## src/rtl/incr_stream_checker_pkg.sv

```systemverilog
// ---------------------------------------------------------------------------
// incr_check_pkg
// Shared types and helpers for the incrementing-stream checker:
//   state_e        : checker FSM states (IDLE = no past value, ARMED = holding one)
//   next_expected  : (past + step) truncated to a run-time width
//   ERR_CNT_W_DEF  : default width of the pass/fail counters
//   SAT_MAX_DEF    : saturation value of a default-width counter
// ---------------------------------------------------------------------------
package incr_check_pkg;

  typedef enum logic {
    ST_IDLE  = 1'b0,
    ST_ARMED = 1'b1
  } state_e;

  // Widest sample the helper arithmetic supports.
  localparam int unsigned EXP_W         = 32;
  localparam int unsigned ERR_CNT_W_DEF = 8;
  localparam int unsigned SAT_MAX_DEF   = (1 << ERR_CNT_W_DEF) - 1;

  // Expected next sample: the sum wraps modulo 2^width.
  function automatic logic [EXP_W-1:0] next_expected(
    input logic [EXP_W-1:0] past,
    input logic [EXP_W-1:0] step,
    input int unsigned      width
  );
    logic [EXP_W-1:0] mask;
    mask = (width >= EXP_W) ? '1 : ((EXP_W'(1) << width) - EXP_W'(1));
    return (past + step) & mask;
  endfunction

endpackage

```

## src/rtl/incr_stream_checker_sat_counter.sv

```systemverilog
// ---------------------------------------------------------------------------
// sat_counter
// Up-counter that sticks at all-ones instead of wrapping.
//   clk, rst_n : clock, asynchronous active-low reset (count -> 0)
//   inc        : add one this cycle (ignored once saturated)
//   clr        : synchronous clear; has priority over inc
//   count      : current count
// ---------------------------------------------------------------------------
module sat_counter
  import incr_check_pkg::*;
#(
  parameter int unsigned W = ERR_CNT_W_DEF
) (
  input  logic         clk,
  input  logic         rst_n,
  input  logic         inc,
  input  logic         clr,
  output logic [W-1:0] count
);

  localparam logic [W-1:0] MAX = '1;

  logic [W-1:0] count_q;
  logic [W-1:0] count_d;

  always_comb begin
    count_d = count_q;
    if (clr) begin
      count_d = '0;
    end else if (inc && (count_q != MAX)) begin
      count_d = count_q + W'(1);
    end
  end

  always_ff @(posedge clk or negedge rst_n) begin
    if (!rst_n) begin
      count_q <= '0;
    end else begin
      count_q <= count_d;
    end
  end

  assign count = count_q;

endmodule

```

## config.mk

```make
export PLATFORM = sky130hd
export DESIGN_NAME = sat_counter
export DESIGN_NICKNAME = d
export VERILOG_FILES = /design/src/rtl/incr_stream_checker_pkg.sv /design/src/rtl/incr_stream_checker_sat_counter.sv
export SDC_FILE = /design/constraint.sdc
export NUM_CORES = 1
export LEC_CHECK = 0
export BUFFER_PORTS_ARGS = -buffer_cell sky130_fd_sc_hd__buf_2
export CAP_MARGIN = 10
export CORE_AREA = 2 2 39 41
export CTS_BUF_LIST = sky130_fd_sc_hd__clkbuf_8
export DETAILED_ROUTE_END_ITERATION = 6
export DIE_AREA = 0 0 41 43
export PLACE_DENSITY_LB_ADDON = 0.05
export SYNTH_ARGS = -nofsm -noshare
export SYNTH_HDL_FRONTEND = slang
export SYNTH_SLANG_ARGS = --single-unit
```

## constraint.sdc

```tcl
create_clock -name clk -period 2.25 [get_ports clk]
set_clock_uncertainty 0.1 [all_clocks]
set_input_delay 0.3375 -clock clk [delete_from_list [all_inputs] [get_ports clk]]
set_output_delay 0.3375 -clock clk [all_outputs]
set_load 0.03 [all_outputs]
```

# Word level (Yosys, flattened, before mapping)
# Index checks and enable logic that the tools add are counted.
[word_totals]
output_inout_bits = 8
input_bits = 4
word_cells = 7
register_bits = 8
[classes]
reduce_logical = 2
n_eq_ne = 1
addsub = 1
muxes = 2
[ops]
columns = ["operator", "n"]
rows = [
  ["$mux W8", 2],
  ["$add A8 B1 Y8 const B", 1],
  ["$ne A8 B8 Y1 const B", 1],
  ["$reduce_bool A2 Y1", 1],
  ["$logic_and A1 B1 Y1", 1],
]

# Longest topological paths before layout
# Gate-level depths: netlist (run 1).
[depth]
ltp_word = 4
mapped_depth = 4

# Worst setup path after synthesis (run 1)
# Ideal clock, no wire load.
[synth_timing]
path_type = "flip-flop to flip-flop"
start = "reg count_q[0], in the netlist count[0]"
end = "reg count_q[0], in the netlist count[0]"
n_path_buf = 0
setup_ns = 0.125
path_slack_ns = 0.403
t_arrival_ns = 1.623
stages_incl_launch_ff = 5
cell_sequence = "dfrtp_1 ha_1 and4_2 a21boi_1 mux2_2"
[synth_via]
elab_chain_len = 3
[synth_rtl]
columns = ["item", "line", "rtl"]
rows = [
  ["start, declared", "incr_stream_checker_sat_counter.sv:23", "logic [W-1:0] count_q;"],
  ["start signal, assigned", "incr_stream_checker_sat_counter.sv:39", "count_q <= count_d;"],
  ["$add A8 B1 Y8 / $ne A8 B8 Y1 (equally long branches)", "incr_stream_checker_sat_counter.sv:31, incr_stream_checker_sat_counter.sv:30", ""],
  ["$mux W8 / $logic_and A1 B1 Y1 (equally long branches)", "incr_stream_checker_sat_counter.sv:30", "end else if (inc && (count_q != MAX)) begin"],
  ["$mux W8 / $reduce_bool A2 Y1 (equally long branches)", "-", ""],
]
# Parallel ways exist; a longest one is shown, timed or not. The select of a mux whose other input is x is not followed.
# A chain may end at the register's enable or synchronous reset.

# Worst setup path after layout (run 1)
# Same ends and word-level chain as after synthesis.

==> summary.md, run 1 <==
| Metric | Value |
|---|---|
| Antenna-violating nets left | 0 |
| Multi-input logic area | approximately 250 sq um |
| Syn Area/Cell | 9.47 sq um |
| Clock Latency Late Sink | 0.23 ns |
| Max Slew Vio Count | 0 |
| Fill cells | around 130 |
| Worst Setup End Kind | flop |
| Worst-Margin Slew | between 0.3 and 0.4 ns |
| Non-filler cells, final | between 70 and 80 |
| Peak supply drop | between 0.3 and 0.4 mV |
| Max transition margin | approximately three quarters |
| GRT Util Overall | ~15% |
| Core ar. | between 1000 and 1500 sq um |
| Min cycle time layout | 1.80 ns |
| Total vias in the final route | 432 |
| Hold Vio Cnt, Final | 0 |
| Setup slack after layout | between 0.4 and 0.5 ns |
| Register Area | 200 sq um |
| Rows | 14 |
| Clock root buffer | clkbuf_8 |
| Buffer count from post-CTS setup fixing | 0 |
| Port bufs | 11 |
| Largest net degree at the start of global routing | 12 |
| Cell area after layout | a little under 600 sq um |
| Run status | finished, final reports clean |
| Drt wl/cell | roughly 13 microns |
| # setup viols final | 0 |
| P&R area growth vs syn | 25.3% |
| Vias in the first global route | around 390 |
| Busiest grt layer | met1 |
| I/O pin count | 12 |
| Initial DRC Count | 3 |
| Fin Setup TNS | 0 ns |
| Starting Density | 33.5% |
| Area of the die | roughly 1800 sq um |
| M3 GR Usage | under 10% |
| Layout cells sized above 1 | 29.0% |
| Unrepaired setup endpoints after global routing | no |
| Clock sinks | 8 |
| Ant diodes | 0 |
| Most common cell after layout, fill and taps aside | buf_2 |
| DRC | 0 |
| Placer congestion estimate | roughly 0.7 |
| Synth area leaders | dfrtp_1 43%, mux2_2 4.9%, nor3_1 4.3%, nand2b_1 4.0%, nor2b_1 4.0% |
| Final Power | around 0.36 mW |
| MaxCap Viol Count | 0 |
| Largest register FFs | 8 |
| First-pass GRT wire length | between 1500 and 2000 microns |
| Highest clock rate | roughly 560 MHz |
| Register area share after synthesis | 43.1% |
| Crit Path Category | flop to flop |
| WL final | between 1000 and 1500 microns |
| Max clock buf depth | 2 |
| Pre-CTS WS | ~0.45 ns |
| Post-DP HPWL | between 700 and 800 microns |
| Layout Nets | ~70 |
| Synthesized cell area | 464 sq um |
| CTS H-tree depth | 1 |
| Yosys warns | 0 |
| Crit path DAT | ~1.8 ns |
| Critical Path Source Type | flop |
| Yosys top cell area share | 43.1% |
| Overflow after GRT | 0 |
| DRT Pass-1 Iters | 2 |
| Initial antenna violation count | 0 |
| Clock transition at the registers of the reported paths | around 0.040 ns |
| M1 GR Usage | roughly 22% |
| Leakage | ~0.27 nW |
| Die height | roughly 43 microns |
| Power Dens Cells | approximately 630 nW/um^2 |
| Most frequent cells in the layout | 11 x buf_2, 8 x dfrtp_1, 4 x nor3_1 |
| Unique masters post-synth | 28 |
| TritonCTS buffer count | 3 |
| Synth area leader | dfrtp_1 |
| Die Wd | 41 microns |
| Placed cells | 74 |
| Post-synthesis cell count | just under 50 |
| Yosys reg bits | 8 |
| Crit path required time | about 2.3 ns |
| CTS tree | done |
| Vias/cell | 5.54 |
| Final Cycle Share | about four fifths |
| Post-synth net total | between 50 and 60 |
| HP Class | primary input to flop |
| Placed inst area | approximately 530 sq um |
| GR met2 Demand/Resource | 19.4% |
| Post-cts sizing count | 0 |
| Critical Path Fanout Max | 7 |
[worst max-delay path, stage by stage (launching register included)]
cell,delay [ns]
dfrtp_1,0.42
ha_1,0.30
and4_2,0.29
a21boi_1,0.21
mux2_2,0.36
[kinds of logic (layout without fill, tap and decap cells)]
group,Yosys count,in the layout,share of synthesized area (%)
compound gates,9,9,12.7
mux,3,3,7.01
fa+ha+maj,1,1,2.69
buf+inv,4,17,3.50
flops,8,8,43.1
simple gates,24,24,31.0
[area by class of cell]
type,instances,share of cell area [%]
multi-input combinational,37,42.6
sequential,8,34.4
timing repair buffer,12,11.2
clock buffer,3,7.10
tap,16,3.44
inverter,2,1.29
[where the power goes]
group | internal (mW) | switching, mW | total (mW) | leakage, nW
clock network | 0.116 | 0.0614 | 0.178 | 0.0216
registers | 0.148 | 0.00505 | 0.153 | 0.110
logic | 0.0124 | 0.0214 | 0.0339 | 0.135
total | 0.277 | 0.0879 | 0.365 | 0.267
[metal layers]
metal,up-vias,routed length (microns)
met5,-,0
met4,0,29
met3,5,58
met2,11,456
met1,208,505
li1,208,-
[synth_stat cells]
cell type  n
nand3_2    1
a2111oi_0  1
nand4_1    1
ha_1       1
and3_1     1
buf_2      1
a41oi_1    1
clkbuf_1   1
a31oi_1    1
nor3_1     4
o21ai_0    1
dfrtp_1    8
nor3b_1    1
mux2i_1    1
nand3_1    2
a21boi_1   1
a21oi_1    3
inv_1      2
nor2_1     2
or3_1      1
mux2_2     2
nor4_1     1
and4_2     1
nand2_1    2
nor2b_1    3
and4_1     1
a211oi_1   1
nand2b_1   3
[metrics by stage]
| step | util (%) | hold slack, ns |
|---|---|---|
| 6_report | 42.0 | 0.325 |
| 4_1_cts | 42.0 | 0.327 |
| 3_5_place_dp | 38.3 | 0.0991 |
| 3_3_place_gp | 38.3 | 0.0990 |
| 2_1_floorplan | - | -0.0581 |
| 5_1_grt | 42.0 | 0.347 |
[final timing paths]
kind / startpoint / endpoint / slack (ns) / depth (start not counted)
worst max-delay path: count[0]$_DFFE_PN0P_ / count[0]$_DFFE_PN0P_ / 0.45 / 4
worst min-delay path: clr / count[5]$_DFFE_PN0P_ / 0.32 / 2
worst max register to register: count[0]$_DFFE_PN0P_ / count[0]$_DFFE_PN0P_ / 0.45 / 4
worst min register to register: count[7]$_DFFE_PN0P_ / count[7]$_DFFE_PN0P_ / 0.49 / 2
max in group asynchronous: rst_n / count[3]$_DFFE_PN0P_ / 1.50 / 2
min in group asynchronous: rst_n / count[7]$_DFFE_PN0P_ / 0.38 / 2
[repair_timing]
action	in CTS	in global routing
endpoints found under the hold margin	8	0
endpoints found under the setup margin	0	0
hold buffers	1	0
Note: power is estimated with default switching activity, not from simulation.
==> run 2, diff against run 1 <==
==> constraint.sdc (replaced) <==
create_clock -name clk -period 1.56 [get_ports clk]
set_clock_uncertainty 0.1 [all_clocks]
set_input_delay 0.234 -clock clk [delete_from_list [all_inputs] [get_ports clk]]
set_output_delay 0.234 -clock clk [all_outputs]
set_load 0.03 [all_outputs]
==> run 2 against run 1 <==
Compared with the run above:
- sequential power increased by 44%
- via count up 2.8%
- hold slack got worse by 0.11 ns
- total power increased by 47%
- first-iteration DRC count rose by 100%
- critical endpoint unchanged
- largest power group unchanged
- highest routed layer unchanged
==> summary.md, run 2 (synthesis results as in run 1) <==
| Metric | Value |
|---|---|
| Initial DRC Count | 6 (+3) |
| Final Power | 0.536 mW (+47%) |
| Vias/cell | 5.35 (-3.4%) |
| Worst-path cell chain | ha_4 -> and4_4 -> a21boi_2 -> mux2_4 |
| Die Wd | 41 microns (unchanged) |
| TritonCTS buffer count | 3 (unchanged) |
| Overflow after GRT | 0 (unchanged) |
| Buffer count from post-CTS setup fixing | 0 (unchanged) |
| Vias in the first global route | 456 (+16%) |
| Sw frac | 23.5% (-0.56 points) |
| Buf/Inv on CP | 0 (unchanged) |
| CTS H-tree depth | 1 (unchanged) |
| GRT Util Overall | 16.0% (+0.64 points) |
| Clock sinks | 8 (unchanged) |
| Clock transition at the registers of the reported paths | 0.04 ns (about the same) |
| DRT Pass-1 Iters | 2 (unchanged) |
| Placer congestion estimate | 0.720 (+0.59%) |
| Core ar. | 1380 sq um (unchanged) |
| Family with the most delay on the worst path | flip-flops |
| Port bufs | 11 (unchanged) |
| Crit Path Category | flop to flop |
| Initial antenna violation count | 0 (unchanged) |
| MaxCap Viol Count | 0 (unchanged) |
| Setup slack after layout | 0.0625 ns (-0.390 ns) |
| Crit path DAT | 1.51 ns (-0.30 ns) |
| Drt wl/cell | 12.9 microns (-3.9%) |
| Max Slew Vio Count | 0 (unchanged) |
| Critical Path Fanout Max | 5 (-2) |
| Leakage | 0.293 nW (+10%) |
| I/O pin count | 12 (unchanged) |
| Most common cell after layout, fill and taps aside | buf_2 |
| Starting Density | 33.5% (unchanged) |
| Total vias in the final route | 444 (+2.8%) |
| Worst Setup End Kind | flop |
| DRC | 0 (unchanged) |
| Worst path slowest cell | dfrtp_2 |
| Placed cells | 79 (+6.8%) |
| P&R area growth vs syn | 38.8% |
| Most frequent cells in the layout | 11 x buf_2, 6 x dfrtp_1, 5 x buf_4, 4 x nor3_1 |
| Die height | 43 microns (unchanged) |
| Layout Utilization | 46.6% (+4.5 points) |
| Largest net degree at the start of global routing | 12 (unchanged) |
| CTS tree | done |
| Worst-Margin Slew | 0.357 ns (-0.00132 ns) |
| Hold Vio Cnt, Final | 0 (unchanged) |
| Area of the die | 1760 sq um (unchanged) |
| Placed inst area | 592 sq um (+12%) |
| Max transition margin | 76.1% (+0.65 points) |
| Unrepaired setup endpoints after global routing | no |
| Critical Path Source Type | flop |
| Max clock buf depth | 2 (unchanged) |
| WL final | 1070 microns (+2.3%) |
| Crit path required time | 1.57 ns (-0.69 ns) |
| Pre-CTS WS | 0.0515 ns (-0.401 ns) |
| # setup viols final | 0 (unchanged) |
| Highest clock rate | 668 MHz (+20%) |
| Clock root buffer | clkbuf_8 |
| Post-DP HPWL | 850 microns (+13%) |
| Final Cycle Share | 96.0% (+16 points) |
| Combinational share of power | 12.1% (+2.8 points) |
| Share of total power in the clock network | 46.8% (-1.9 points) |
| Largest register FFs | 8 (unchanged) |
| HP Class | primary input to flop |
| Internal power | 0.410 mW (+48%) |
| Slowest cell delay on critical path | 0.42 ns (about the same) |
| First-pass GRT wire length | 1900 microns (+5.4%) |
| Antenna-violating nets left | 0 (unchanged) |
| P_sw | 0.126 mW (+44%) |
| Ant diodes | 0 (unchanged) |
| Layout cells sized above 1 | 40.3% (+11 points) |
| Run status | finished, final reports clean |
| Cell area after layout | 644 sq um (+11%) |
| Power Dens Cells | 832 nW/um^2 (+33%) |
| Sequential fraction of design power | 41.1% (-0.9 points) |
| Min cycle time layout | 1.50 ns (-0.300 ns) |
| Clock Latency Late Sink | 0.23 ns (about the same) |
| Non-filler cells, final | 83 (+6.4%) |
| Layout Nets | 74 (+7.2%) |
| Peak supply drop | 0.405 mV (+23%) |
| Rows | 14 (unchanged) |
-- run 2: final cells by class --
type / instances / area [sq um]
well taps: 16 / 20.0
inverters: 2 / 7.51
fillers: 142 / 739
repair buffers: 17 / 103
multi-input cells: 37 / 270
clock buffers: 3 / 41.3
flip-flops and latches: 8 / 203
-- run 2: what timing repair did --
action	4_1_cts	5_1_grt
endpoints found under the hold margin	8	0
hold buffers	1	0
setup endpoints to repair	0	1
gates resized for setup	0	1
-- run 2: layer usage --
metal / track usage, % / routed length, microns / up-vias / part of all wire (%)
li1: - / - / 218 / -
met1: 19.6 / 499 / 214 / 46
met2: 24.4 / 512 / 10 / 48
met3: 4.71 / 43 / 2 / 4.0
met4: 8.00 / 19 / 0 / 1.8
met5: 0 / 0 / - / 0
-- run 2: power groups by stage --
stage	clock network (mW)	logic, mW	registers, mW
5_1_grt	0.275	0.0721	0.221
3_3_place_gp	0	0.0638	0.223
6_report	0.251	0.0646	0.220
4_1_cts	0.257	0.0664	0.220
2_1_floorplan	0	0.0251	0.236
3_5_place_dp	0	0.0644	0.223
-- run 2: path summary, 6_finish.rpt --
kind	start	endpoint	slack (ns)	cells after the start
worst max-delay path	count[0]$_DFFE_PN0P_	count[0]$_DFFE_PN0P_	0.06	4
worst min-delay path	clr	count[7]$_DFFE_PN0P_	0.21	2
worst max register to register	count[0]$_DFFE_PN0P_	count[0]$_DFFE_PN0P_	0.06	4
worst min register to register	count[6]$_DFFE_PN0P_	count[6]$_DFFE_PN0P_	0.53	2
max in group asynchronous	rst_n	count[0]$_DFFE_PN0P_	0.89	2
min in group asynchronous	rst_n	count[6]$_DFFE_PN0P_	0.28	2
-- run 2: through the flow --
step                      TNS, ns  hold slack [ns]
final                           0            0.211
after global routing            0            0.245
after CTS                       0            0.215
after detailed placement        0         -0.00946
after global placement          0         -0.00303
after floorplan           -0.0323           -0.162
